**config.mk**
```make
export PLATFORM = sky130hd
export DESIGN_NAME = network_injector_arbiter
export DESIGN_NICKNAME = d
export VERILOG_FILES = /design/src/rtl/network_injector_arbiter.sv
export SDC_FILE = /design/constraint.sdc
export NUM_CORES = 1
export LEC_CHECK = 0
export ABC_CLOCK_PERIOD_IN_PS = 2600
export CORE_ASPECT_RATIO = 2
export CORE_MARGIN = 2
export CORE_UTILIZATION = 38
export DETAILED_ROUTE_END_ITERATION = 12
export PLACE_DENSITY = 0.8
export SETUP_SLACK_MARGIN = 0.15
export SLEW_MARGIN = 20
export SYNTH_ARGS = -nofsm -noshare
export SYNTH_HDL_FRONTEND = slang
export SYNTH_SLANG_ARGS = --single-unit
```
**constraint.sdc**
```tcl
create_clock -name clk_i -period 2.6 [get_ports clk_i]
set_input_delay 0.26 -clock clk_i [delete_from_list [all_inputs] [get_ports clk_i]]
set_output_delay 0.26 -clock clk_i [all_outputs]
set_load 0.1 [all_outputs]
```
**src/rtl/network_injector_arbiter.sv**
```systemverilog
// Round-robin, packet-atomic (per virtual network) arbiter feeding a tile's NoC injection port.
// One flit is granted per cycle and presented on a registered output stage.
module network_injector_arbiter #(
  parameter int NumRequesters                    = 2,
  parameter int NetworkIfFlitWidth               = 64,
  parameter int NetworkIfFlitTypeWidth           = 2,
  parameter int NetworkIfBroadcastWidth          = 1,
  parameter int NetworkIfVirtualNetworkIdWidth   = 1,
  parameter int NetworkIfNumberOfVirtualNetworks = 2,
  localparam int DataWidth = NetworkIfFlitWidth + NetworkIfFlitTypeWidth +
                             NetworkIfBroadcastWidth + NetworkIfVirtualNetworkIdWidth
) (
  input  logic                                            clk_i,
  input  logic                                            rst_ni,
  input  logic [NumRequesters-1:0]                        valid_i,
  output logic [NumRequesters-1:0]                        ready_o,
  input  logic [NumRequesters*DataWidth-1:0]              data_i,
  output logic                                            network_valid_o,
  input  logic [NetworkIfNumberOfVirtualNetworks-1:0]     network_ready_i,
  output logic [NetworkIfFlitWidth-1:0]                   network_flit_o,
  output logic [NetworkIfFlitTypeWidth-1:0]               network_flit_type_o,
  output logic [NetworkIfBroadcastWidth-1:0]              network_broadcast_o,
  output logic [NetworkIfVirtualNetworkIdWidth-1:0]       network_virtual_network_id_o,
  output logic                                            protocol_error_o
);

  localparam int FW = NetworkIfFlitWidth;
  localparam int TW = NetworkIfFlitTypeWidth;
  localparam int BW = NetworkIfBroadcastWidth;
  localparam int VW = NetworkIfVirtualNetworkIdWidth;
  localparam int V  = NetworkIfNumberOfVirtualNetworks;
  localparam int R  = NumRequesters;
  localparam int RW = (R > 1) ? $clog2(R) : 1;

  localparam logic [TW-1:0] TypeHeader     = TW'(32'd0);
  localparam logic [TW-1:0] TypePayload    = TW'(32'd1);
  localparam logic [TW-1:0] TypeTail       = TW'(32'd2);
  localparam logic [TW-1:0] TypeHeaderTail = TW'(32'd3);

  logic [R-1:0][FW-1:0] req_flit_s;
  logic [R-1:0][TW-1:0] req_type_s;
  logic [R-1:0][BW-1:0] req_bcast_s;
  logic [R-1:0][VW-1:0] req_vn_s;
  logic [R-1:0]         head_s;
  logic [R-1:0]         own_s;
  logic [R-1:0]         elig_s;
  logic [R-1:0]         viol_s;

  logic                 grant_s;
  logic [RW-1:0]        winner_s;
  logic [RW:0]          scan_s;
  logic [VW-1:0]        win_vn_s;
  logic [TW-1:0]        win_type_s;

  logic [V-1:0]         lock_valid_q, lock_valid_d;
  logic [V-1:0][RW-1:0] lock_owner_q, lock_owner_d;
  logic [RW-1:0]        rr_ptr_q, rr_ptr_d;
  logic                 net_valid_q, net_valid_d;
  logic [FW-1:0]        net_flit_q, net_flit_d;
  logic [TW-1:0]        net_type_q, net_type_d;
  logic [BW-1:0]        net_bcast_q, net_bcast_d;
  logic [VW-1:0]        net_vn_q, net_vn_d;
  logic                 err_q, err_d;

  // Unpack each requester and decide eligibility and protocol violations.
  always_comb begin
    elig_s = '0;
    viol_s = '0;
    head_s = '0;
    own_s  = '0;
    for (int r = 0; r < R; r++) begin
      req_flit_s[r]  = data_i[r*DataWidth +: FW];
      req_type_s[r]  = data_i[r*DataWidth + FW +: TW];
      req_bcast_s[r] = data_i[r*DataWidth + FW + TW +: BW];
      req_vn_s[r]    = data_i[r*DataWidth + FW + TW + BW +: VW];
      head_s[r]      = (req_type_s[r] == TypeHeader) || (req_type_s[r] == TypeHeaderTail);
      // A VN id outside the configured range can never be granted.
      if (int'(req_vn_s[r]) < V) begin
        own_s[r]  = lock_valid_q[req_vn_s[r]] && (lock_owner_q[req_vn_s[r]] == RW'(r));
        elig_s[r] = valid_i[r] && network_ready_i[req_vn_s[r]] &&
                    ((!lock_valid_q[req_vn_s[r]] && head_s[r]) || own_s[r]);
        viol_s[r] = valid_i[r] && !head_s[r] && !own_s[r];
      end else begin
        own_s[r]  = 1'b0;
        elig_s[r] = 1'b0;
        viol_s[r] = 1'b0;
      end
    end
  end

  // Round-robin scan starting at the pointer.
  always_comb begin
    grant_s  = 1'b0;
    winner_s = '0;
    scan_s   = '0;
    for (int i = 0; i < R; i++) begin
      scan_s = {1'b0, rr_ptr_q} + (RW+1)'(i);
      if (scan_s >= (RW+1)'(R)) begin
        scan_s = scan_s - (RW+1)'(R);
      end else begin
        scan_s = scan_s;
      end
      if (!grant_s && elig_s[scan_s[RW-1:0]]) begin
        grant_s  = 1'b1;
        winner_s = scan_s[RW-1:0];
      end else begin
        grant_s  = grant_s;
      end
    end
  end

  // One-hot accept towards the winning requester.
  always_comb begin
    ready_o = '0;
    if (rst_ni && grant_s) begin
      ready_o[winner_s] = 1'b1;
    end else begin
      ready_o = '0;
    end
  end

  assign win_vn_s   = req_vn_s[winner_s];
  assign win_type_s = req_type_s[winner_s];

  // Next-state: output stage, per-VN locks, pointer and sticky error.
  always_comb begin
    lock_valid_d = lock_valid_q;
    lock_owner_d = lock_owner_q;
    rr_ptr_d     = rr_ptr_q;
    net_valid_d  = grant_s;
    net_flit_d   = net_flit_q;
    net_type_d   = net_type_q;
    net_bcast_d  = net_bcast_q;
    net_vn_d     = net_vn_q;
    err_d        = err_q | (|viol_s);
    if (grant_s) begin
      net_flit_d  = req_flit_s[winner_s];
      net_type_d  = win_type_s;
      net_bcast_d = req_bcast_s[winner_s];
      net_vn_d    = win_vn_s;
      rr_ptr_d    = (winner_s == RW'(R-1)) ? '0 : winner_s + RW'(1);
      case (win_type_s)
        TypeHeader: begin
          // A header from the current owner restarts nothing but is illegal.
          if (own_s[winner_s]) begin
            err_d = 1'b1;
          end else begin
            err_d = err_d;
          end
          lock_valid_d[win_vn_s] = 1'b1;
          lock_owner_d[win_vn_s] = winner_s;
        end
        TypeTail:       lock_valid_d[win_vn_s] = 1'b0;
        TypePayload:    lock_valid_d = lock_valid_q;
        TypeHeaderTail: lock_valid_d = lock_valid_q;
        default:        lock_valid_d = lock_valid_q;
      endcase
    end else begin
      rr_ptr_d = rr_ptr_q;
    end
  end

  // State and output registers with synchronous reset.
  always_ff @(posedge clk_i) begin
    if (!rst_ni) begin
      lock_valid_q <= '0;
      lock_owner_q <= '0;
      rr_ptr_q     <= '0;
      net_valid_q  <= 1'b0;
      net_flit_q   <= '0;
      net_type_q   <= '0;
      net_bcast_q  <= '0;
      net_vn_q     <= '0;
      err_q        <= 1'b0;
    end else begin
      lock_valid_q <= lock_valid_d;
      lock_owner_q <= lock_owner_d;
      rr_ptr_q     <= rr_ptr_d;
      net_valid_q  <= net_valid_d;
      net_flit_q   <= net_flit_d;
      net_type_q   <= net_type_d;
      net_bcast_q  <= net_bcast_d;
      net_vn_q     <= net_vn_d;
      err_q        <= err_d;
    end
  end

  assign network_valid_o              = net_valid_q;
  assign network_flit_o               = net_flit_q;
  assign network_flit_type_o          = net_type_q;
  assign network_broadcast_o          = net_bcast_q;
  assign network_virtual_network_id_o = net_vn_q;
  assign protocol_error_o             = err_q;

endmodule

```
==> Word-level counts from Yosys, hierarchy flattened <==
Cells that the tools add are included.
{ "op_classes": {"bitwise_logic": 6, "n_addsub": 4, "eq_ne": 5, "n_mul": 0, "n_shift": 0, "n_reduce_logical": 34, "n_lt_le_gt_ge": 10, "n_div": 0, "muxes": 43} }
{ "op_table": {"columns": ["op", "n"], "rows": [
  ["two-way mux 64 bit", 2],
  ["two-way mux 1 bit", 34],
  ["logical AND 1 bit", 16],
  ["less-than comparator 1 x 2 -> 1 bit (second input constant)", 6],
  ["equality test 2 bit (second input constant)", 4],
  ["zero test 1 bit", 7],
  ["zero test 2 bit", 3],
  ["two-way mux 2 bit", 3],
  ["logical OR 1 bit", 4],
  ["case mux 2 bit (2 select lines)", 1],
  ["AND reduction 2 bit", 2],
  ["OR reduction 2 bit", 2],
  ["adder 1 x 1 -> 2 bit (second input constant)", 1],
  ["AND 2 bit", 1],
  ["bitwise mux 2 bit", 1],
  ["demux 1 bit (select 1 bit)", 2],
  ["equality test 2 x 1 -> 1 bit (second input constant)", 1],
  ["greater-or-equal comparator 1 bit (second input constant)", 2],
  ["greater-or-equal comparator 1 x 2 -> 1 bit (second input constant)", 1],
  ["greater-or-equal comparator 2 bit (second input constant)", 1],
  ["NOT 1 bit", 2],
  ["NOT 2 bit", 1],
  ["OR 2 bit", 1],
  ["subtractor 1 bit (second input constant)", 2],
  ["other kinds (2)", 2]
]} }
{ "totals": {"n_memories": 0, "mem_bits_ro": 0, "inputBits": 142, "latchBits": 0, "reg_bits": 75, "ramBits": 0} }

==> Depth between registers and ports, before layout <==
Gate-level depths: netlist of run 1.
{ "logic_depth": {"word_depth": 21, "mapped_depth": 9, "mapped_depth_nobuf": 6} }

==> Least setup slack after synthesis of run 1 <==
Ideal clock, no wire load.
{ "synth_timing": {"kind": "input -> output", "startpoint": "in data_i[135]", "endpoint": "out ready_o[0]", "t_arrival_ns": 2.345, "n_path_buf": 3, "path_slack_ns": -0.005, "stages": 8, "required_time_ns": 2.340, "path_cell_list": "buf_6 mux2_4 o211a_4 or2_1 nand2_1 buf_2 buf_2 and3_1"} }
{ "synth_via": {"elab_chain_len": 17, "elab_cells_between_ends": 29} }
{ "synth_rtl": {"columns": ["item", "line", "source"], "rows": [
  ["start: declaration", "17", "input logic [NumRequesters*DataWidth-1:0] data_i,"],
  ["two-way mux 1 bit (not written as such) (2 in a row)", "79, 81", null],
  ["zero test 1 bit", "81", "((!lock_valid_q[req_vn_s[r]] && head_s[r]) || own_s[r]);"],
  ["logical AND 1 bit", "81", null],
  ["logical OR 1 bit", "81", null],
  ["logical AND 1 bit *", "80", "elig_s[r] = valid_i[r] && network_ready_i[req_vn_s[r]] &&"],
  ["two-way mux 1 bit (not written as such) (2 in a row)", "103", "if (!grant_s && elig_s[scan_s[RW-1:0]]) begin"],
  ["two-way mux 1 bit", "103", null],
  ["zero test 1 bit", "103", null],
  ["logical AND 1 bit", "103", null],
  ["two-way mux 1 bit", "103", null],
  ["less-than comparator 1 x 2 -> 1 bit (not written as such) or greater-or-equal comparator 1 bit (tied branches)", "116", "ready_o[winner_s] = 1'b1;"],
  ["logical AND 1 bit (not written as such)", "116", null],
  ["two-way mux 1 bit (not written as such)", "116", null],
  ["demux 1 bit (select 1 bit)", "116", null],
  ["two-way mux 2 bit *", "115", "if (rst_ni && grant_s) begin"],
  ["end: declaration", "16", "output logic [NumRequesters-1:0] ready_o,"]
]} }
Every way passes the cells marked *; elsewhere a longest branch is shown, timed or not. The select of a mux whose other input is x is not followed.

==> Worst setup path in the final report of run 1 <==
Same ends and word-level chain as after synthesis.

==> load_flow_metrics.sql, run 1 <==
INSERT INTO impl_metrics (metric_group, metric, value, unit) VALUES
('sta', 'rsz0062_at_grt', 'no', ''),
('grt', 'global_route.usage.met1', '0.2426', ''),
('pwr', 'power_switching', '0.001721', 'W'),
('clock_network', 'maximum_count_of_clock_buffers_along_a_single_path', '2', ''),
('grt', 'grt_max_degree', '76', ''),
('final_layout', 'drive_gt1_frac', '0.1888', ''),
('sta', 'timing.final.ws_setup', '0.2202', 'ns'),
('critical_path', 'setup.worst_path.class', 'in -> out', ''),
('pwr', 'share_clk_of_total_power', '0.337', ''),
('critical_path', 'cp-end-kind', 'primary output', ''),
('yosys', 'syn_nets', '579', ''),
('clock_network', 'tritoncts', 'built', ''),
('sta', 'timing.final.max_slew_violations', '0', ''),
('outcome', 'outcome', 'finished, final reports clean', ''),
('pwr', 'power_switching_share', '0.3746', ''),
('grt', 'grt_first_pass_wirelength', '19.63', 'mm'),
('clock_network', 'h-tree-depth', '3', ''),
('sta', 'post-route-min-period', '2.380', 'ns'),
('critical_path', 'arrival', '2.12', 'ns'),
('route', 'vias', '3980', ''),
('route', 'drt_wl_total', '12.54', 'mm'),
('placed_design', 'dp_cells', '728', ''),
('yosys', 'ys_seq_elements', '75', ''),
('yosys', 'synthCells', '437', ''),
('pwr', 'power_per_cell_area', '751.8', 'nW/um2'),
('critical_path', 'path_cells', 'clkdlybuf4s50_1, mux2_4, o211a_4, or2_1, nand2_4, and3_4, buf_12', ''),
('clock_network', 'clock_sinks', '75', ''),
('final_layout', 'layout.filler_cells', '813', ''),
('route', 'first_iter_violations', '227', ''),
('grt', 'antenna_found_initial', '0', ''),
('final_layout', 'layout.cells.most_common_list', '139 x sky130_fd_sc_hd__clkdlybuf4s50_1, 137 x sky130_fd_sc_hd__nand2_1, 83 x sky130_fd_sc_hd__buf_4, 75 x sky130_fd_sc_hd__dfxtp_1, 68 x sky130_fd_sc_hd__o211a_1', ''),
('sta', 'timing.clock.skew', '0.004035', 'ns'),
('floorplanning', 'initial_utilization', '0.3927', ''),
('final_layout', 'multi_input_combinational_cell_area', '1964', 'um2'),
('yosys', 'postSynth.topFlopCell', 'sky130_fd_sc_hd__dfxtp_1', ''),
('yosys', 'yosysTopAreaCell', 'sky130_fd_sc_hd__dfxtp_1', ''),
('sta', 'final-hold-violation-count', '0', ''),
('clock_network', 'clock_tree.root_cell', 'sky130_fd_sc_hd__clkbuf_16', ''),
('pwr', 'sequential_power_share', '0.291', ''),
('critical_path', 'cp.required', '2.34', 'ns'),
('grt', 'globalRouteMet3Util', '0.05787', ''),
('yosys', 'synth_top_cell_area_share', '0.4075', ''),
('yosys', 'share_of_synthesized_area_occupied_by_flip_flops_and_latches', '0.4075', ''),
('clock_network', 'clock_slew_at_reported_path_ffs', '0.05', 'ns'),
('yosys', 'postSynth.asyncResetShare', '0', ''),
('yosys', 'synthTopCellsByArea', 'sky130_fd_sc_hd__dfxtp_1 41%, sky130_fd_sc_hd__o211a_1 18%, sky130_fd_sc_hd__nand2_1 14%', ''),
('final_layout', 'mostFrequentLayoutCell', 'sky130_fd_sc_hd__clkdlybuf4s50_1', ''),
('final_layout', 'seq_area', '1501', 'um2'),
('floorplanning', 'std_cell_rows', '50', ''),
('critical_path', 'cp-start-kind', 'input port', ''),
('sta', 'post_route_setup_tns', '0', 'ns'),
('critical_path', 'crit_slowest_cell', 'sky130_fd_sc_hd__clkdlybuf4s50_1', ''),
('yosys', 'synth_edf_count', '0', ''),
('sta', 'actual_slew_at_the_worst_max_slew_pin', '0.3998', 'ns'),
('floorplanning', 'floorplan.core_area', '9384', 'um2'),
('critical_path', 'worst-path-max-fanout', '4', ''),
('yosys', 'synthesis.yosys.warnings', '0', ''),
('pwr', 'power.ir.vdd_worst', '0.6846', 'mV'),
('grt', 'global_route.peak_usage_layer', 'met2', ''),
('sta', 'setup_viol', '0', ''),
('final_layout', 'instances_no_fill', '745', ''),
('yosys', 'post_synth_num_cell_types', '39', ''),
('final_layout', 'insertedDiodeCount', '0', ''),
('clock_network', 'tritoncts.num_buffers', '9', ''),
('grt', 'global_route.usage.met2', '0.4225', ''),
('critical_path', 'critical_path.max_stage_delay', '0.50', 'ns'),
('placed_design', 'place_ws', '0.04223', 'ns'),
('route', 'routed_wl_per_cell', '16.83', 'um'),
('final_layout', 'final_util', '0.6513', ''),
('sta', 'max-slew-margin-rel', '0.7334', ''),
('pwr', 'p_leak', '3.205', 'nW');
-- layout make-up --
class / count / share of cell area
clock inverters: 4 / 0.01965
well taps: 104 / 0.02129
multi-input cells: 319 / 0.3214
repair buffers: 229 / 0.3488
inverters: 2 / 0.001228
clock buffers: 12 / 0.04197
flip-flops and latches: 75 / 0.2457
-- synth_stat cells, drive strengths merged, types with 3 or more instances --
| library cell | n |
|---|---|
| o211ai | 3 |
| mux2 | 4 |
| nand2 | 139 |
| buf | 21 |
| o211a | 69 |
| nor2 | 3 |
| a21oi | 3 |
| clkbuf | 20 |
| nand3 | 68 |
| dfxtp | 75 |
-- layer usage --
layer / share of wire / wire, um
met5: 0 / 0
met4: 0.058 / 722
met3: 0.057 / 720
met2: 0.54 / 6785
met1: 0.34 / 4311
-- per-stage QoR --
stage / hold WS (ns) / instance area [um2]
global route: 0.3933 / 6112
floorplan: 0.4362 / 3687
detailed placement: 0.4834 / 5712
finish: 0.3750 / 6112
CTS: 0.3689 / 6088
global placement: 0.4785 / 5712
-- cell families after synthesis --
group | after synthesis | synth area share
simple gates | 223 | 0.2652
mux | 5 | 0.01800
buf+inv | 43 | 0.06622
flops | 75 | 0.4075
xor+xnor | 2 | 0.004755
compound gates | 89 | 0.2384
-- final timing paths --
path / start / end / slack [ns] / depth (start not counted)
max: data_i[135] / ready_o[0] / 0.22 / 7
min: rst_ni / network_flit_o[41]$_SDFFE_PN0N_ / 0.38 / 2
max reg2reg: register / lock_owner_q[0]$_SDFFE_PN0P_ / 0.49 / 6
min reg2reg: network_flit_o[19]$_SDFFE_PN0N_ / network_flit_o[19]$_SDFFE_PN0N_ / 0.50 / 1
-- power groups by stage --
stage / Sequential (W) / Clock [W] / Combinational [W]
after detailed placement: 0.00136 / 0 / 0.00171
after floorplan: 0.00219 / 0 / 0.000367
after global routing: 0.00135 / 0.00163 / 0.00178
after global placement: 0.00135 / 0 / 0.00169
after CTS: 0.00134 / 0.00159 / 0.00171
final: 0.00134 / 0.00155 / 0.00171
-- sequential cells by signal, summed over array words and instances, names as in the netlist, named ones only --
signal and count:
network_flit_o 64, lock_owner_q 2, network_flit_type_o 2, network_broadcast_o 1
network_valid_o 1, network_virtual_network_id_o 1, protocol_error_o 1, rr_ptr_q 1
-- critical path: cells and delay by family --
family / cells / cell delay [ns]
buffers and inverters: 2 / 0.67
and+or+nand+nor: 3 / 0.61
muxes: 1 / 0.31
AOI/OAI and AO/OA: 1 / 0.26
-- repair_timing --
| item | 4_1_cts | 5_1_grt |
|---|---|---|
| endpoints found under the hold margin | 0 | 0 |
| gates resized for setup | 0 | 4 |
| endpoints found under the setup margin | 0 | 2 |
| setup buffers | 0 | 1 |
(Power assumes the default switching activity.)
==> run 2, diff against run 1 <==
- GPL_TIMING_DRIVEN: not set -> 0
==> load_flow_metrics.sql, run 2 (synthesis results as in run 1) <==
INSERT INTO impl_metrics (metric_group, metric, value, unit) VALUES
('critical_path', 'setup.worst_path.class', 'reg -> out', ''),
('critical_path', 'crit_slowest_cell', 'sky130_fd_sc_hd__dfxtp_2', ''),
('final_layout', 'number_of_flip_flops_under_the_largest_register_name', '64', ''),
('placed_design', 'placed_instance_area', '5919', 'um2'),
('final_layout', 'seq_area', '1504', 'um2'),
('pwr', 'power_total', '0.004450', 'W'),
('final_layout', 'layout.filler_cells', '782', ''),
('critical_path', 'r2r_slack', '0.33', 'ns'),
('critical_path', 'critPathBufInv', '3', ''),
('placed_design', 'routabilityCongestion', '0.9000', ''),
('sta', 'timing.clock.skew', '0.005070', 'ns'),
('sta', 'fmax', '416.4', 'MHz'),
('route', 'avgViaCountPerCell', '5.483', ''),
('critical_path', 'arrival', '2.14', 'ns'),
('grt', 'globalRouteTotalUtil', '0.2629', ''),
('clock_network', 'maximum_count_of_clock_buffers_along_a_single_path', '2', ''),
('clock_network', 'clkLatencyLatePin', '0.33', 'ns'),
('clock_network', 'clock_slew_at_reported_path_ffs', '0.06', 'ns'),
('critical_path', 'worst-path-max-fanout', '10', ''),
('pwr', 'power.ir.vdd_worst', '0.4796', 'mV'),
('flow_run', 'timing.max_cap.violations', '0', ''),
('floorplanning', 'dieArea', '10550', 'um2'),
('floorplanning', 'floorplan.core_area', '9384', 'um2'),
('floorplanning', 'pin_count', '214', ''),
('final_layout', 'drive_gt1_frac', '0.09159', ''),
('final_layout', 'multi_input_combinational_cell_area', '1958', 'um2'),
('outcome', 'outcome', 'finished, final reports clean', ''),
('grt', 'grt-ovfl-total', '0', ''),
('clock_network', 'postCtsHoldBufs', '0', ''),
('floorplanning', 'chipHeight', '143.3', 'um'),
('route', 'first_iter_violations', '261', ''),
('placed_design', 'place_ws', '-1.282', 'ns'),
('final_layout', 'nNetsFinal', '804', ''),
('critical_path', 'path_cells', 'mux2_4, o211a_4, or2_4, nand2_2, buf_6, buf_8, and3_4, buf_12', ''),
('critical_path', 'cp.required', '2.34', 'ns'),
('final_layout', 'layout.cells.most_common_list', '205 x sky130_fd_sc_hd__clkdlybuf4s50_1, 137 x sky130_fd_sc_hd__nand2_1, 73 x sky130_fd_sc_hd__dfxtp_1, 68 x sky130_fd_sc_hd__nand3_1, 68 x sky130_fd_sc_hd__o211a_1', ''),
('clock_network', 'clock_tree.root_cell', 'sky130_fd_sc_hd__clkbuf_16', ''),
('floorplanning', 'die-width', '73.63', 'um'),
('sta', 'post_route_setup_tns', '0', 'ns'),
('pwr', 'p_leak', '3.119', 'nW'),
('final_layout', 'flow.area_growth_from_synthesis', '71.65', '%'),
('route', 'dr.pass1.iters', '5', ''),
('pwr', 'power_per_cell_area', '703.6', 'nW/um2'),
('grt', 'antenna_found_initial', '0', ''),
('final_layout', 'mostFrequentLayoutCell', 'sky130_fd_sc_hd__clkdlybuf4s50_1', ''),
('critical_path', 'cp-end-kind', 'primary output', ''),
('final_layout', 'final_design_area_excluding_fillers', '6325', 'um2'),
('sta', 'timing.final.max_slew_violations', '0', ''),
('route', 'route.antenna.remaining_nets', '0', ''),
('critical_path', 'cp-start-kind', 'register', ''),
('grt', 'grt_first_pass_wirelength', '21.10', 'mm'),
('final_layout', 'insertedDiodeCount', '0', ''),
('placed_design', 'place.port_buffers', '210', ''),
('route', 'detail_route.drc_violations', '0', ''),
('placed_design', 'place_hpwl', '10.44', 'mm'),
('sta', 'max-slew-margin-rel', '0.2978', ''),
('route', 'routed_wl_per_cell', '17.92', 'um'),
('sta', 'actual_slew_at_the_worst_max_slew_pin', '1.050', 'ns'),
('grt', 'grt_max_degree', '13', ''),
('clock_network', 'tritoncts', 'built', ''),
('sta', 'timing.final.ws_setup', '0.1984', 'ns'),
('min_path', 'min-delay-path-class', 'in -> reg', ''),
('critical_path', 'crit_family', 'simple AND/OR/NAND/NOR gates', ''),
('route', 'vias', '4222', ''),
('sta', 'period_share', '0.9237', ''),
('clock_network', 'h-tree-depth', '3', ''),
('floorplanning', 'std_cell_rows', '50', ''),
('clock_network', 'clock_sinks', '75', ''),
('sta', 'final-hold-violation-count', '0', ''),
('sta', 'post-route-min-period', '2.402', 'ns'),
('grt', 'number_of_global_route_vias_before_repair', '4288', ''),
('sta', 'rsz0062_at_grt', 'yes', ''),
('critical_path', 'critical_path.max_stage_delay', '0.34', 'ns'),
('floorplanning', 'initial_utilization', '0.3927', ''),
('sta', 'setup_viol', '0', ''),
('route', 'drt_wl_total', '13.80', 'mm'),
('clock_network', 'tritoncts.num_buffers', '9', '');
## run 2: changes by cell type in the layout (fill, tap and decap cells not counted), moves of 4 or more
cell                              before  now
sky130_fd_sc_hd__clkbuf_1              1   19
sky130_fd_sc_hd__buf_6                 0   12
sky130_fd_sc_hd__buf_2                 1    9
sky130_fd_sc_hd__clkdlybuf4s50_1     139  205
sky130_fd_sc_hd__buf_4                83    4
sky130_fd_sc_hd__buf_12                5    1
## run 2: per-stage QoR
stage,hold WS (ns),util,cells
floorplan,0.4362,-,437
global placement,0.4780,0.6308,751
detailed placement,0.4846,0.6308,751
CTS,0.2063,0.6715,769
global route,0.2228,0.6740,770
finish,0.2155,0.6740,770
## run 2: final cells by class
class	instances	area share
clock inverter	5	0.01227
multi-input combinational	319	0.3096
buffer	41	0.04253
tap	104	0.02057
timing repair buffer	214	0.3383
clock buffer	10	0.03778
inverter	2	0.001187
sequential	75	0.2378
## run 2: power breakdown
part           switching (W)  internal, W  total [W]
Sequential         0.0000631      0.00127    0.00133
Combinational        0.00122     0.000571    0.00179
Clock               0.000465     0.000857    0.00132
Total                0.00175      0.00270    0.00445
## run 2: path summary, 6_finish.rpt
check                                  start                              end  cells after the start
min reg2reg  network_flit_o[41]$_SDFFE_PN0N_  network_flit_o[41]$_SDFFE_PN0N_                      1
max                                 register                       ready_o[0]                      8
max reg2reg                         register      protocol_error_o$_SDFF_PN0_                      9
min                              data_i[135]     lock_owner_q[1]$_SDFFE_PN0P_                      3
## run 2: repair_timing
| item | 4_1_cts | 5_1_grt |
|---|---|---|
| buffers inserted | 3 | 1 |
| setup endpoints to repair | 5 | 3 |
| resized for setup | 30 | 5 |
| pin swaps | 1 | 2 |
## run 2: layer usage
layer  vias up  share of wire  track usage
met5         -              0            0
met4         0          0.050       0.1483
met3        46          0.061      0.07057
met2       208           0.54       0.4723
met1      1981           0.34       0.2614
li1       1987              -            -
## run 2: worst reg2reg max path: stages (launching register included)
cell and delay, ns:
sky130_fd_sc_hd__dfxtp_2 0.36, sky130_fd_sc_hd__or3b_4 0.42, sky130_fd_sc_hd__o211ai_4 0.13, sky130_fd_sc_hd__a211o_1 0.18, sky130_fd_sc_hd__buf_6 0.12, sky130_fd_sc_hd__buf_4 0.19, sky130_fd_sc_hd__clkbuf_1 0.38, sky130_fd_sc_hd__nand2_1 0.12
sky130_fd_sc_hd__a21oi_1 0.19, sky130_fd_sc_hd__o21a_1 0.14
==> run 3, diff against run 2 <==
- ABC_CLOCK_PERIOD_IN_PS: 2600 -> 2800
- CORE_UTILIZATION: 38 -> 40
- PLACE_DENSITY: 0.8 -> 0.84
- clock period: 2.6 -> 2.8 ns (I/O delays scaled with it)
==> load_flow_metrics.sql, run 3 (synthesis results as in run 1) <==
INSERT INTO impl_metrics (metric_group, metric, value, unit) VALUES
('critical_path', 'cp-start-kind', 'input port', ''),
('min_path', 'worst_hold_startpoint', 'data_i[135]', ''),
('final_layout', 'layout.cells.most_common_list', '206 x sky130_fd_sc_hd__clkdlybuf4s50_1, 138 x sky130_fd_sc_hd__nand2_1, 74 x sky130_fd_sc_hd__dfxtp_1, 68 x sky130_fd_sc_hd__nand3_1, 68 x sky130_fd_sc_hd__o211a_1', ''),
('min_path', 'whs_endpoint', 'lock_owner_q[1]$_SDFFE_PN0P_', ''),
('clock_network', 'h-tree-depth', '3', ''),
('sta', 'post-route-min-period', '2.542', 'ns'),
('sta', 'timing.final.ws_setup', '0.2578', 'ns'),
('sta', 'final-hold-violation-count', '0', ''),
('route', 'avgViaCountPerCell', '5.374', ''),
('critical_path', 'cp.required', '2.52', 'ns'),
('sta', 'period_share', '0.9079', ''),
('critical_path', 'arrival', '2.26', 'ns'),
('final_layout', 'number_of_flip_flops_under_the_largest_register_name', '64', ''),
('min_path', 'min-delay-path-class', 'in -> reg', ''),
('sta', 'rsz0062_at_grt', 'no', ''),
('sta', 'timing.final.max_slew_violations', '0', ''),
('critical_path', 'cp-end-kind', 'primary output', ''),
('final_layout', 'instances_no_fill', '765', ''),
('route', 'dr.pass1.iters', '5', ''),
('clock_network', 'clkLatencyLatePin', '0.33', 'ns'),
('final_layout', 'multi_input_combinational_cell_area', '1947', 'um2'),
('floorplanning', 'std_cell_rows', '49', ''),
('floorplanning', 'pin_count', '214', ''),
('critical_path', 'timing.reg2reg.worst_path_depth', '7', ''),
('clock_network', 'clock_tree.root_cell', 'sky130_fd_sc_hd__clkbuf_16', ''),
('final_layout', 'insertedDiodeCount', '0', ''),
('floorplanning', 'die-width', '71.87', 'um'),
('clock_network', 'clock_sinks', '75', ''),
('critical_path', 'setup.worst_path.class', 'in -> out', ''),
('route', 'vias', '4111', ''),
('grt', 'number_of_global_route_vias_before_repair', '4252', ''),
('flow_run', 'timing.max_cap.violations', '0', ''),
('grt', 'grt_first_pass_wirelength', '20.76', 'mm'),
('pwr', 'p_leak', '3.078', 'nW'),
('pwr', 'power_per_cell_area', '631.3', 'nW/um2'),
('final_layout', 'mostFrequentLayoutCell', 'sky130_fd_sc_hd__clkdlybuf4s50_1', ''),
('sta', 'max-slew-margin-rel', '0.3029', ''),
('critical_path', 'worstReg2RegEnd', 'lock_owner_q[0]$_SDFFE_PN0P_', ''),
('final_layout', 'layout.filler_cells', '703', ''),
('grt', 'grt-ovfl-total', '0', ''),
('placed_design', 'dp_cells', '749', ''),
('route', 'routed_wl_per_cell', '17.33', 'um'),
('floorplanning', 'dieArea', '10040', 'um2'),
('critical_path', 'r2r_slack', '0.59', 'ns'),
('grt', 'antenna_found_initial', '0', ''),
('pwr', 'power.ir.vdd_worst', '0.5202', 'mV'),
('floorplanning', 'chipHeight', '139.7', 'um'),
('final_layout', 'flow.area_growth_from_synthesis', '68.93', '%'),
('placed_design', 'place_hpwl', '10.36', 'mm'),
('clock_network', 'tritoncts', 'built', ''),
('final_layout', 'nNetsFinal', '801', ''),
('min_path', 'timing.hold.worst_path_depth', '3', ''),
('sta', 'actual_slew_at_the_worst_max_slew_pin', '1.042', 'ns'),
('final_layout', 'final_util', '0.6954', ''),
('clock_network', 'clock_slew_at_reported_path_ffs', '0.06', 'ns'),
('placed_design', 'place_ws', '-1.130', 'ns'),
('route', 'first_iter_violations', '210', ''),
('final_layout', 'seq_area', '1503', 'um2'),
('final_layout', 'final_design_area_excluding_fillers', '6225', 'um2'),
('sta', 'setup_viol', '0', ''),
('critical_path', 'worst-path-max-fanout', '10', ''),
('clock_network', 'tritoncts.num_buffers', '9', ''),
('sta', 'timing.clock.skew', '0.002970', 'ns'),
('sta', 'fmax', '393.4', 'MHz'),
('outcome', 'outcome', 'finished, final reports clean', ''),
('route', 'detail_route.drc_violations', '0', ''),
('final_layout', 'drive_gt1_frac', '0.07541', ''),
('placed_design', 'place.port_buffers', '210', ''),
('placed_design', 'routabilityCongestion', '0.9477', ''),
('floorplanning', 'initial_utilization', '0.4117', ''),
('route', 'drt_wl_total', '13.26', 'mm'),
('sta', 'hold-worst-slack', '0.2321', 'ns'),
('placed_design', 'placed_instance_area', '5914', 'um2'),
('route', 'route.antenna.remaining_nets', '0', ''),
('floorplanning', 'floorplan.core_area', '8951', 'um2'),
('grt', 'globalRouteTotalUtil', '0.2665', ''),
('grt', 'grt_max_degree', '12', ''),
('clock_network', 'maximum_count_of_clock_buffers_along_a_single_path', '2', '');
[run 3: cell count changes in the layout (fill, tap and decap cells not counted), moves of 2 or more]
cell,previous run,this run
sky130_fd_sc_hd__bufinv_16,2,0
sky130_fd_sc_hd__buf_4,4,1
sky130_fd_sc_hd__dlygate4sd2_1,3,1
sky130_fd_sc_hd__clkbuf_1,19,22
[run 3: worst max-delay path, stage by stage]
cell and delay, ns:
sky130_fd_sc_hd__clkdlybuf4s50_1 0.54, sky130_fd_sc_hd__xor2_2 0.26, sky130_fd_sc_hd__o211ai_4 0.16, sky130_fd_sc_hd__a211o_1 0.28, sky130_fd_sc_hd__clkbuf_4 0.19, sky130_fd_sc_hd__clkbuf_8 0.18, sky130_fd_sc_hd__and3_1 0.19, sky130_fd_sc_hd__buf_12 0.17
[run 3: layout make-up]
| class | instances | share of cell area |
|---|---|---|
| plain buffers | 41 | 0.04201 |
| clock buffers | 13 | 0.04020 |
| clock inverters | 2 | 0.002010 |
| inverters | 2 | 0.001206 |
| multi-input cells | 319 | 0.3128 |
| flip-flops and latches | 75 | 0.2414 |
| well taps | 102 | 0.02050 |
| repair buffers | 211 | 0.3399 |
[run 3: how the worst max path moves through the flow]
stage	from	cells past startpoint	slack (ns)	to
final	data_i[64]	8	0.26	ready_o[0]
after detailed placement	data_i[65]	7	-1.13	ready_o[1]
after CTS	data_i[133]	9	0.16	ready_o[0]
after floorplan	data_i[135]	8	0.16	ready_o[0]
after global routing	register	8	0.15	ready_o[0]
after global placement	data_i[65]	7	-1.13	ready_o[1]
[run 3: where the power goes]
part / switching [W] / leakage, nW / internal (W)
logic: 0.00113 / 2.33 / 0.000522
clock network: 0.000424 / 0.126 / 0.000618
registers: 0.0000592 / 0.618 / 0.00118
total: 0.00161 / 3.08 / 0.00232
[run 3: metrics by stage]
| stage | power, W | TNS (ns) |
|---|---|---|
| floorplan | 0.002374 | 0 |
| global placement | 0.002878 | -2.244 |
| detailed placement | 0.002898 | -2.289 |
| CTS | 0.003950 | 0 |
| global route | 0.004072 | 0 |
| finish | 0.003929 | 0 |
[run 3: what timing repair did]
item	CTS	global route
hold buffers	0	0
pin swaps	1	0
setup endpoints to repair	2	1
setup buffers	1	0
gates resized for setup	21	5
[run 3: metal layers]
| metal | track usage | vias to the layer above | wire length (um) |
|---|---|---|---|
| li1 | - | 1983 | - |
| met1 | 0.2719 | 1893 | 4554 |
| met2 | 0.4747 | 187 | 7081 |
| met3 | 0.06445 | 48 | 897 |
| met4 | 0.1579 | 0 | 721 |
| met5 | 0 | - | 0 |
